--- config.mk ---
export PLATFORM = sky130hd
export DESIGN_NAME = regbank_sb_flat
export DESIGN_NICKNAME = d
export VERILOG_FILES = /design/src/rtl/regbank_sb_if.sv /design/src/rtl/regbank_sb.sv /design/src/flat_wrapper.sv
export SDC_FILE = /design/constraint.sdc
export NUM_CORES = 1
export LEC_CHECK = 0
export ABC_AREA = 1
export CAP_MARGIN = 20
export CORE_MARGIN = 5
export CORE_UTILIZATION = 45
export DETAILED_ROUTE_END_ITERATION = 10
export GPL_ROUTABILITY_DRIVEN = 0
export PLACE_DENSITY = 0.66
export SLEW_MARGIN = 10
export SYNTH_ARGS = -nofsm -noshare
export SYNTH_HDL_FRONTEND = slang
export SYNTH_SLANG_ARGS = --single-unit
--- constraint.sdc ---
create_clock -name clk -period 6.6 [get_ports clk]
set_clock_uncertainty 0.2 [all_clocks]
set_input_delay 0.66 -clock clk [delete_from_list [all_inputs] [get_ports clk]]
set_output_delay 0.66 -clock clk [all_outputs]
set_load 0.01 [all_outputs]
--- src/rtl/regbank_sb_if.sv ---
// Bus bundle for regbank_sb: two read ports, one write port, and the claim port.
// The master drives addresses, write data and requests. The slave (the bank) returns data and status.
interface regbank_sb_if #(
    parameter int WIDTH = 16,
    parameter int AW    = 3
);
    logic [AW-1:0]    R1a;
    logic [WIDTH-1:0] R1d;
    logic             R1busy;
    logic [AW-1:0]    R2a;
    logic [WIDTH-1:0] R2d;
    logic             R2busy;
    logic [AW-1:0]    Wa;
    logic [WIDTH-1:0] Wd1;
    logic [WIDTH-1:0] Wd2;
    logic             WS;
    logic             Wen;
    logic [AW-1:0]    Ca;
    logic             Cen;
    logic             Cstall;
    logic [AW:0]      Nbusy;

    modport master (
        output R1a, R2a, Wa, Wd1, Wd2, WS, Wen, Ca, Cen,
        input  R1d, R1busy, R2d, R2busy, Cstall, Nbusy
    );

    modport slave (
        input  R1a, R2a, Wa, Wd1, Wd2, WS, Wen, Ca, Cen,
        output R1d, R1busy, R2d, R2busy, Cstall, Nbusy
    );
endinterface

--- src/rtl/regbank_sb.sv ---
// Register bank with a per-register scoreboard: there are two bypassed read ports and one write port.
// A claim marks a register busy until a later write delivers its result.
module regbank_sb #(
    parameter int WIDTH = 16,
    parameter int AW    = 3
) (
    input  logic         clk,
    input  logic         rst,
    regbank_sb_if.slave  bus
);
    localparam int NREGS = 2 ** AW;

    logic [WIDTH-1:0] r_regs [NREGS];
    logic [NREGS-1:0] r_busy;

    logic [WIDTH-1:0] w_wd;
    logic             w_wr;
    logic             w_stall;
    logic             w_claim;
    logic [NREGS-1:0] w_busy_nxt;
    logic [AW:0]      w_nbusy;

    assign w_wd    = bus.WS ? bus.Wd2 : bus.Wd1;
    assign w_wr    = bus.Wen && (bus.Wa != '0);
    // A write that lands on the claimed register this cycle frees it, so the claim may proceed.
    assign w_stall = bus.Cen && (bus.Ca != '0) && r_busy[bus.Ca] &&
                     !(bus.Wen && (bus.Wa == bus.Ca));
    assign w_claim = bus.Cen && (bus.Ca != '0) && !w_stall;

    assign bus.R1d    = (w_wr && (bus.Wa == bus.R1a)) ? w_wd : r_regs[bus.R1a];
    assign bus.R2d    = (w_wr && (bus.Wa == bus.R2a)) ? w_wd : r_regs[bus.R2a];
    assign bus.R1busy = r_busy[bus.R1a] && !(bus.Wen && (bus.Wa == bus.R1a));
    assign bus.R2busy = r_busy[bus.R2a] && !(bus.Wen && (bus.Wa == bus.R2a));
    assign bus.Cstall = w_stall;
    assign bus.Nbusy  = w_nbusy;

    // The claim set is applied after the write clear, so a same-address write plus claim leaves the register busy.
    always_comb begin
        w_busy_nxt = r_busy;
        if (w_wr)
            w_busy_nxt[bus.Wa] = 1'b0;
        if (w_claim)
            w_busy_nxt[bus.Ca] = 1'b1;
        w_busy_nxt[0] = 1'b0;
    end

    always_comb begin
        w_nbusy = '0;
        for (int i = 1; i < NREGS; i++)
            w_nbusy = w_nbusy + {{AW{1'b0}}, r_busy[i]};
    end

    always_ff @(posedge clk) begin
        if (rst) begin
            for (int i = 0; i < NREGS; i++)
                r_regs[i] <= '0;
            r_busy <= '0;
        end else begin
            if (w_wr)
                r_regs[bus.Wa] <= w_wd;
            r_busy <= w_busy_nxt;
        end
    end
endmodule

--- src/flat_wrapper.sv ---
// flat-port wrapper written by rule: the top's interface ports become plain ports
module regbank_sb_flat 
#(
    parameter int WIDTH = 16,
    parameter int AW    = 3
)
  (clk, rst, bus_R1a, bus_R2a, bus_Wa, bus_Wd1, bus_Wd2, bus_WS, bus_Wen, bus_Ca, bus_Cen, bus_R1d, bus_R1busy, bus_R2d, bus_R2busy, bus_Cstall, bus_Nbusy);
  regbank_sb_if #(.WIDTH(WIDTH), .AW(AW)) bus_i ();
  input  logic clk;
  input  logic rst;
  input wire logic [$bits(bus_i.R1a)-1:0] bus_R1a;
  input wire logic [$bits(bus_i.R2a)-1:0] bus_R2a;
  input wire logic [$bits(bus_i.Wa)-1:0] bus_Wa;
  input wire logic [$bits(bus_i.Wd1)-1:0] bus_Wd1;
  input wire logic [$bits(bus_i.Wd2)-1:0] bus_Wd2;
  input wire logic [$bits(bus_i.WS)-1:0] bus_WS;
  input wire logic [$bits(bus_i.Wen)-1:0] bus_Wen;
  input wire logic [$bits(bus_i.Ca)-1:0] bus_Ca;
  input wire logic [$bits(bus_i.Cen)-1:0] bus_Cen;
  output wire logic [$bits(bus_i.R1d)-1:0] bus_R1d;
  output wire logic [$bits(bus_i.R1busy)-1:0] bus_R1busy;
  output wire logic [$bits(bus_i.R2d)-1:0] bus_R2d;
  output wire logic [$bits(bus_i.R2busy)-1:0] bus_R2busy;
  output wire logic [$bits(bus_i.Cstall)-1:0] bus_Cstall;
  output wire logic [$bits(bus_i.Nbusy)-1:0] bus_Nbusy;
  assign bus_i.R1a = bus_R1a;
  assign bus_i.R2a = bus_R2a;
  assign bus_i.Wa = bus_Wa;
  assign bus_i.Wd1 = bus_Wd1;
  assign bus_i.Wd2 = bus_Wd2;
  assign bus_i.WS = bus_WS;
  assign bus_i.Wen = bus_Wen;
  assign bus_i.Ca = bus_Ca;
  assign bus_i.Cen = bus_Cen;
  assign bus_R1d = bus_i.R1d;
  assign bus_R1busy = bus_i.R1busy;
  assign bus_R2d = bus_i.R2d;
  assign bus_R2busy = bus_i.R2busy;
  assign bus_Cstall = bus_i.Cstall;
  assign bus_Nbusy = bus_i.Nbusy;
  regbank_sb #(.WIDTH(WIDTH), .AW(AW)) u_core (.clk(clk), .rst(rst), .bus(bus_i));
endmodule
# Word-level counts from Yosys, hierarchy flattened
# Memories as Yosys holds them, arrays and structs flattened.
# Cells that the tools add are included.
# Widths: inputs -> output; s select.
dict set report word_totals {
  ff_bits 8
  latchBits 0
  ramBits 128
  mem_bits_ro 0
  inputBits 49
  n_memories 1
}
# name depth word_bits read_ports rd_clocked_by_memory_dff write_ports line_no
set memory_table {}
lappend memory_table {u_core.r_regs 8 16 2 0 8 regbank_sb.sv:13} ;# logic [WIDTH-1:0] r_regs [NREGS];
dict set report classes {
  add_sub_neg 6
  multipliers 0
  div_mod_pow 0
  n_lt_le_gt_ge 6
  n_eq_ne 3
  n_shift 0
  n_mux 23
  bitwise_logic 3
  n_reduce_logical 21
}
# operator n
set ops {}
lappend ops {{$mux 16} 4}
lappend ops {{$add 4x1->4} 5}
lappend ops {{$lt 3x4->1 const B} 4}
lappend ops {{$mux 8} 2}
lappend ops {{$reduce_or 16->1} 1}
lappend ops {{$logic_and 1x1->1} 14}
lappend ops {{$mux 1} 11}
lappend ops {{$bmux 1 s3} 3}
lappend ops {{$eq 3x3->1} 3}
lappend ops {{$and 8x8->8} 1}
lappend ops {{$not 8->8} 1}
lappend ops {{$or 8x8->8} 1}
lappend ops {{$demux 1 s3} 2}
lappend ops {{$ge 3x1->1 const B} 2}
lappend ops {{$reduce_bool 3->1} 2}
lappend ops {{$logic_not 1->1} 4}
lappend ops {{$mux 3} 1}
lappend ops {{$add 1x1->2} 1}

# Depth between registers and ports, before layout
# Gate-level depths: netlist of run 1.
dict set report logic_depth {
  depth_word 9
  depth_mapped 10
  depth_no_buf 9
}

# Worst setup path before layout of run 1
# OpenSTA, ideal clock, no wires.
dict set report synth_timing {
  path_type {reg-to-output}
  startpoint {register u_core.r_busy[1]}
  endpoint {output bus_Nbusy[2]}
  arrival_ps 2371
  required_ps 5740
  path_slack_ps 3369
  stages_incl_launch_ff 10
  n_path_buf 0
  path_cell_list {dfxtp_1 > ha_1 > inv_1 > fa_1 > fa_1 > inv_1 > ha_1 > inv_1 > fa_1 > xnor2_1}
}
dict set report synth_between {
  elab_chain_cells 6
}
# element line_no
set synth_rtl {}
lappend synth_rtl {{start, declared} regbank_sb.sv:14} ;# logic [NREGS-1:0] r_busy;
lappend synth_rtl {{start signal, assigned} regbank_sb.sv:61} ;# r_busy <= w_busy_nxt;
lappend synth_rtl {{$add 1x1->2} regbank_sb.sv:50} ;# w_nbusy = w_nbusy + {{AW{1'b0}}, r_busy[i]};
lappend synth_rtl {{$add 4x1->4 (5 in a row)} regbank_sb.sv:50}
lappend synth_rtl {{end, declared} flat_wrapper.sv:25} ;# output wire logic [$bits(bus_i.Nbusy)-1:0] bus_Nbusy;
# No other way between the ends.

# Worst setup path after layout of run 1
dict set report layout_timing {
  startpoint {input bus_R2a[2]}
  endpoint {output bus_R2d[5]}
}
dict set report layout_between {
  elab_chain_cells 3
  word_cells_on_any_way 4
  classes_between {1 x eq/ne; 1 x mux; 1 x reduce/logical; 1 x memory}
}
# element line_no
set layout_rtl {}
lappend layout_rtl {{start, declared} flat_wrapper.sv:12} ;# input wire logic [$bits(bus_i.R2a)-1:0] bus_R2a;
lappend layout_rtl {{branches (longest 2 deep; another with $mem_v2 8x16)} --}
lappend layout_rtl {{$mux 16 *} regbank_sb.sv:31} ;# assign bus.R2d = (w_wr && (bus.Wa == bus.R2a)) ? w_wd : r_regs[bus.R2a];
lappend layout_rtl {{end, declared} flat_wrapper.sv:22} ;# output wire logic [$bits(bus_i.R2d)-1:0] bus_R2d;
# Mark *: on every way between the ends.

==> results of run 1 <==
==> sequential cells by signal (all words and copies together), names as in the netlist <==
signal	cells
u_core.r_regs	128
u_core.r_busy	7
==> cell families after synthesis <==
logic type / count (synthesis) / synth area share
flip-flops: 135 / 0.4784
other: 1 / 0.0004504
buffers and inverters: 169 / 0.08850
XOR/XNOR: 5 / 0.005260
multiplexers: 16 / 0.01923
adder cells (fa/ha/maj): 7 / 0.01322
AO/OA/AOI/OAI: 208 / 0.1543
AND/OR/NAND/NOR: 501 / 0.2406
==> metal layers <==
metal	GRT usage	wire length (um)	up-vias
li1	-	-	3597
met1	0.3109	10480	3422
met2	0.3764	11480	348
met3	0.04710	2064	55
met4	0.08608	811	0
met5	0	0	-
==> path summary, 6_finish.rpt <==
kind                         start               end  slack [ns]  depth (start not counted)
hold / removal    u_core.r_busy[6]  u_core.r_busy[6]        0.29                          2
setup / recovery        bus_R2a[2]        bus_R2d[5]        1.90                          6
setup reg to reg  u_core.r_busy[7]  u_core.r_busy[1]        5.05                          9
hold reg to reg   u_core.r_busy[6]  u_core.r_busy[6]        0.29                          2
==> stage by stage <==
step	hold WS (ns)	instance area [um^2]	util
2_1_floorplan	0.2494	8383	-
3_3_place_gp	0.2617	9253	0.5116
3_5_place_dp	0.2707	9268	0.5124
4_1_cts	0.2797	9879	0.5462
5_1_grt	0.3222	9894	0.5471
6_report	0.2874	9894	0.5471
==> cell usage after synthesis, drive strengths merged, types with 2 or more instances <==
library cell / n
nor2: 126
edfxtp: 128
clkbuf: 18
inv: 96
clkinv: 3
mux2i: 16
buf: 52
o211ai: 96
xor2: 3
dfxtp: 7
ha: 4
xnor2: 2
nand3: 33
fa: 3
a21oi: 42
o21ai: 70
and2: 2
nand2: 336
==> area by class of cell <==
cell class	instances	share of cell area
well taps	229	0.02896
multi-input cells	753	0.3701
clock buffers	18	0.04337
flip-flops and latches	135	0.4026
clock inverters	14	0.01846
inverters	99	0.03781
repair buffers	102	0.09863
==> power breakdown <==
group / switching (mW) / internal (mW)
combinational: 0.268 / 0.161
clock: 0.367 / 0.628
sequential: 0.0210 / 0.994
==> worst max-delay path: stages <==
cell and delay, ns:
clkdlybuf4s50_1 0.97, xor2_1 0.17, nor3_2 0.17, nand2_1 0.57, o21ai_0 0.64, clkdlybuf4s50_1 0.65
==> layout by cell type (no fill, tap or decap), types with 3 or more instances in the layout <==
| cell | instances |
|---|---|
| nand3_2 | 4 |
| clkbuf_16 | 17 |
| conb_1 | 16 |
| nand3_1 | 26 |
| a21oi_1 | 41 |
| inv_1 | 94 |
| nand3_4 | 3 |
| bufinv_16 | 4 |
| edfxtp_1 | 128 |
| o21ai_1 | 14 |
| nor2_1 | 125 |
| buf_4 | 16 |
| fa_1 | 3 |
| clkdlybuf4s50_1 | 83 |
| clkinv_4 | 3 |
| o211ai_1 | 96 |
| clkinv_1 | 6 |
| xor2_1 | 3 |
| nand2_1 | 336 |
| dfxtp_1 | 7 |
| ha_1 | 4 |
| mux2i_1 | 16 |
| o21ai_0 | 56 |
==> reports/results.tsv, run 1 <==
stage	metric	value	unit
worst_setup_path	Crit Path Max Fanout	32	
sta	Fin. Hold Viols	0	
sta	Max Slew Vio Count	0	
placement	Placement Setup Slack	2.057	ns
cells_and_area	storage element area	3984	um^2
worst_setup_path	Setup crit end kind	output port	
clock_tree	post-CTS setup buffers	0	
logic_synthesis	Syn Inst Count	1042	
logic_synthesis	sequential share of the synthesized area	0.4784	
logic_synthesis	syn avg cell area	7.991	um^2
floorplanning	Die Area	21320	um^2
logic_synthesis	top-area cell type share of the netlist area	0.4616	
floorplanning	row cnt	49	
logic_synthesis	YS warnings	0	
clock_tree	Post-CTS Resized	0	
logic_synthesis	synthesized flop and latch total	135	
worst_hold_path	worst hold path class	flop to flop	
cells_and_area	Fill cells	1683	
drt	Initial DRC Count	786	
power	pwr dens	246.4	nW/um^2
power	total power	2.438	mW
drt	WL per Instance	18.40	um
global_routing	Overall Global Routing Usage	0.2324	
worst_setup_path	Required @ worst endpoint	5.74	ns
global_routing	first-pass GRT wire length	38650	um
drt	via/cell ratio	5.498	
floorplanning	Die Width	146.0	um
power	leakage	4.243	nW
global_routing	antenna violations before repair	0	
drt	Antenna Nets Post-Route	0	
floorplanning	I/O Pins	88	
floorplanning	Die Y	146.0	um
placement	DP Cell Count	1316	
global_routing	total grt overflow	0	
placement	I/O Buffers	87	
logic_synthesis	Synth cell types	34	
sta	Rel. slew slack	0.2591	
cells_and_area	multi-input logic area	3662	um^2
floorplanning	Initial Utilization	0.4604	
clock_tree	Root Driver	clkbuf_16	
drt	Detailed Route WL	24840	um
cells_and_area	share of cells above drive strength 1	0.05352	
logic_synthesis	cell taking the most area after synthesis	edfxtp_1	
logic_synthesis	post-synthesis cell area	8327	um^2
drt	drc violations	0	
drt	DRT Pass-1 Iters	5	
run_status	status	finished, final reports clean	
drt	via count	7422	
clock_tree	CTS tree	done	
worst_setup_path	worst endpoint data arrival time	3.84	ns
placement	DPL Wire Length	16090	um
power	Worst VDD drop	0.0001896	V
cells_and_area	Antenna Cells	0	
global_routing	vias in the first global route	7098	
logic_synthesis	Async SR Flop Fraction	0	
logic_synthesis	synth top area cells	edfxtp_1 46%, nand2_1 15%, o211ai_1 8.7%	
clock_tree	clock sinks	135	
logic_synthesis	Most used DFF post-synth	edfxtp_1	
clock_tree	CTS max path bufs	2	
sta	Max Clk Rate	212.9	MHz
clock_tree	Worst-path clk slew	0.06	ns
clock_tree	hold buffers post-CTS	0	
sta	unrepaired setup endpoints after global routing	false	
sta	final setup vio count	0	
sta	Setup TNS Final	0	ns
clock_tree	H-tree lvl count	4	
clock_tree	total CTS buffers	17	
sta	post-route setup slack	1.902	ns
cells_and_area	layout net count	1164	
run	max-cap viol count	0	
logic_synthesis	Post-synth EDFFs	128	
sta	Final min period	4.698	ns
worst_setup_path	Setup CP Type	input pin to output port	
global_routing	pin count of the biggest net entering global routing	94	
sta	Worst-Margin Slew	1.080	ns
clock_tree	clk_lat worst skew	0.42	ns
cells_and_area	Layout area overhead	18.83	%
floorplanning	Core Region	18090	um^2
sta	final worst path period share	0.7118	
cells_and_area	final std cells w/o fill	1350	
worst_setup_path	crit start category	input pin	
Power figures use the tool's default switching activity.
==> inputs of run 2 (changes only) <==
==> constraint.sdc (replaced) <==
create_clock -name clk -period 4.4 [get_ports clk]
set_clock_uncertainty 0.2 [all_clocks]
set_input_delay 0.44 -clock clk [delete_from_list [all_inputs] [get_ports clk]]
set_output_delay 0.44 -clock clk [all_outputs]
set_load 0.01 [all_outputs]
==> run 2 against run 1 <==
Net effect:
- clock-buffer cell count shrank 1
- flip-flop and latch count unchanged
- non-clock buffer count grew 15
- largest power group unchanged
- highest routed layer unchanged
==> reports/results.tsv, run 2 (synthesis results as in run 1) <==
stage	metric	value	unit
drt	via count	7467	
cells_and_area	Antenna Cells	0	
clock_tree	Worst-path clk slew	0.06	ns
power	Logic pwr share	0.179	
clock_tree	Post-CTS Resized	0	
cells_and_area	Largest register FFs	128	
power	pwr dens	365.2	nW/um^2
cells_and_area	biggest regs	u_core.r_regs x128, u_core.r_busy x7	
floorplanning	Die Width	146.0	um
clock_tree	post-CTS setup buffers	0	
worst_setup_path	Critical-path top delay cell	clkdlybuf4s50_1	
drt	via/cell ratio	5.470	
placement	Placement Setup Slack	0.8141	ns
clock_tree	H-tree lvl count	4	
power	Seq pwr share	0.417	
drt	Initial DRC Count	629	
clock_tree	hold buffers post-CTS	0	
drt	Detailed Route WL	24820	um
clock_tree	Root Driver	clkbuf_16	
worst_setup_path	worst endpoint data arrival time	3.38	ns
clock_tree	CTS tree	done	
sta	final setup vio count	0	
floorplanning	row cnt	49	
global_routing	first-pass GRT wire length	38670	um
sta	Rel. slew slack	0.3547	
floorplanning	Initial Utilization	0.4604	
drt	drc violations	0	
power	P_int	2.684	mW
worst_hold_path	worst hold path class	flop to flop	
placement	DP Cell Count	1333	
clock_tree	CTS max path bufs	2	
worst_setup_path	Crit Path Max Fanout	5	
placement	DPL Wire Length	16340	um
sta	Worst-Margin Slew	0.9656	ns
global_routing	pin count of the biggest net entering global routing	113	
run	max-cap viol count	0	
floorplanning	Die Area	21320	um^2
placement	I/O Buffers	87	
power	Sw Ratio	0.2660	
sta	Max Clk Rate	248.9	MHz
floorplanning	Die Y	146.0	um
worst_setup_path	CP delay by family, top	adder cells	
cells_and_area	commonest non-fill, non-tap cell in the layout	nand2_1	
worst_setup_path	CP max stage delay	0.56	ns
drt	WL per Instance	18.19	um
global_routing	Overall Global Routing Usage	0.2326	
drt	DRT Pass-1 Iters	5	
clock_tree	clk_lat worst skew	0.42	ns
sta	Final min period	4.018	ns
cells_and_area	final core occ	0.5535	
clock_tree	total CTS buffers	17	
floorplanning	Core Region	18090	um^2
worst_setup_path	crit start category	flop	
sta	post-route setup slack	0.3817	ns
cells_and_area	commonest non-fill, non-tap cells in the layout	336 x nand2_1, 128 x edfxtp_1, 125 x nor2_1	
clock_tree	clock sinks	135	
cells_and_area	layout net count	1179	
power	Worst VDD drop	0.0003075	V
sta	final worst path period share	0.9132	
sta	worst hold slack	0.2723	ns
drt	Antenna Nets Post-Route	0	
power	leakage	4.322	nW
sta	Max Slew Vio Count	0	
worst_setup_path	CP Cell Sequence	ha_1 -> inv_1 -> fa_1 -> fa_1 -> inv_1 -> ha_1 -> inv_1 -> fa_1 -> xnor2_1 -> clkdlybuf4s50_1	
worst_setup_path	Setup crit end kind	output port	
global_routing	vias in the first global route	7226	
floorplanning	I/O Pins	88	
global_routing	total grt overflow	0	
power	Switch Pwr	0.9725	mW
worst_setup_path	CP Buf/Inv Count	4	
cells_and_area	Layout area overhead	20.23	%
global_routing	antenna violations before repair	0	
sta	unrepaired setup endpoints after global routing	false	
worst_setup_path	Required @ worst endpoint	3.76	ns
sta	Fin. Hold Viols	0	
power	Clock Power Share	0.404	
sta	Setup TNS Final	0	ns
cells_and_area	Biggest register	u_core.r_regs	
run_status	status	finished, final reports clean	
cells_and_area	share of cells above drive strength 1	0.06690	
cells_and_area	final std cells w/o fill	1365	
worst_setup_path	Setup CP Type	flop to output port	
## run 2: path summary, 6_finish.rpt
kind | start | end | slack [ns] | cells after the start
max | u_core.r_busy[1] | bus_Nbusy[2] | 0.38 | 10
min | u_core.r_busy[6] | u_core.r_busy[6] | 0.27 | 2
max reg2reg | u_core.r_busy[4] | u_core.r_busy[1] | 2.81 | 9
min reg2reg | u_core.r_busy[6] | u_core.r_busy[6] | 0.27 | 2
## run 2: worst register-to-register path: stages (launching register included)
cell and delay (ns):
dfxtp_1 0.42, inv_1 0.10, nand2_1 0.09, nand3_1 0.08, nand2_1 0.07, inv_1 0.03
nand2_1 0.06, nand2_1 0.20, nand3_1 0.17, nand2_1 0.07
## run 2: final cells by class
cell class	instances	area, um^2
Fill cell	1726	8075
Sequential cell	135	3984
Multi-Input combinational cell	753	3662
Timing Repair Buffer	117	1094
Clock buffer	17	425.4
Inverter	99	374.1
Tap cell	229	286.5
Clock inverter	15	185.2
## run 2: layer usage
metal | vias to the layer above | track usage | part of all wire
met1 | 3436 | 0.2895 | 0.41
met4 | 0 | 0.1129 | 0.041
met3 | 61 | 0.04183 | 0.072
met2 | 342 | 0.3926 | 0.48
met5 | - | 0 | 0
li1 | 3628 | - | -
## run 2: power by group through the flow
stage	clock network [mW]	logic, mW	registers (mW)
3_3_place_gp	0	0.645	1.54
5_1_grt	1.55	0.719	1.53
2_1_floorplan	0	0.374	1.54
4_1_cts	1.49	0.654	1.52
3_5_place_dp	0	0.650	1.55
6_report	1.48	0.655	1.52
## run 2: per-stage QoR
step / total power, mW / area [um^2]
floorplan: 1.911 / 8383
global placement: 2.189 / 9400
detailed placement: 2.199 / 9400
CTS: 3.669 / 10010
global route: 3.801 / 10010
finish: 3.656 / 10010
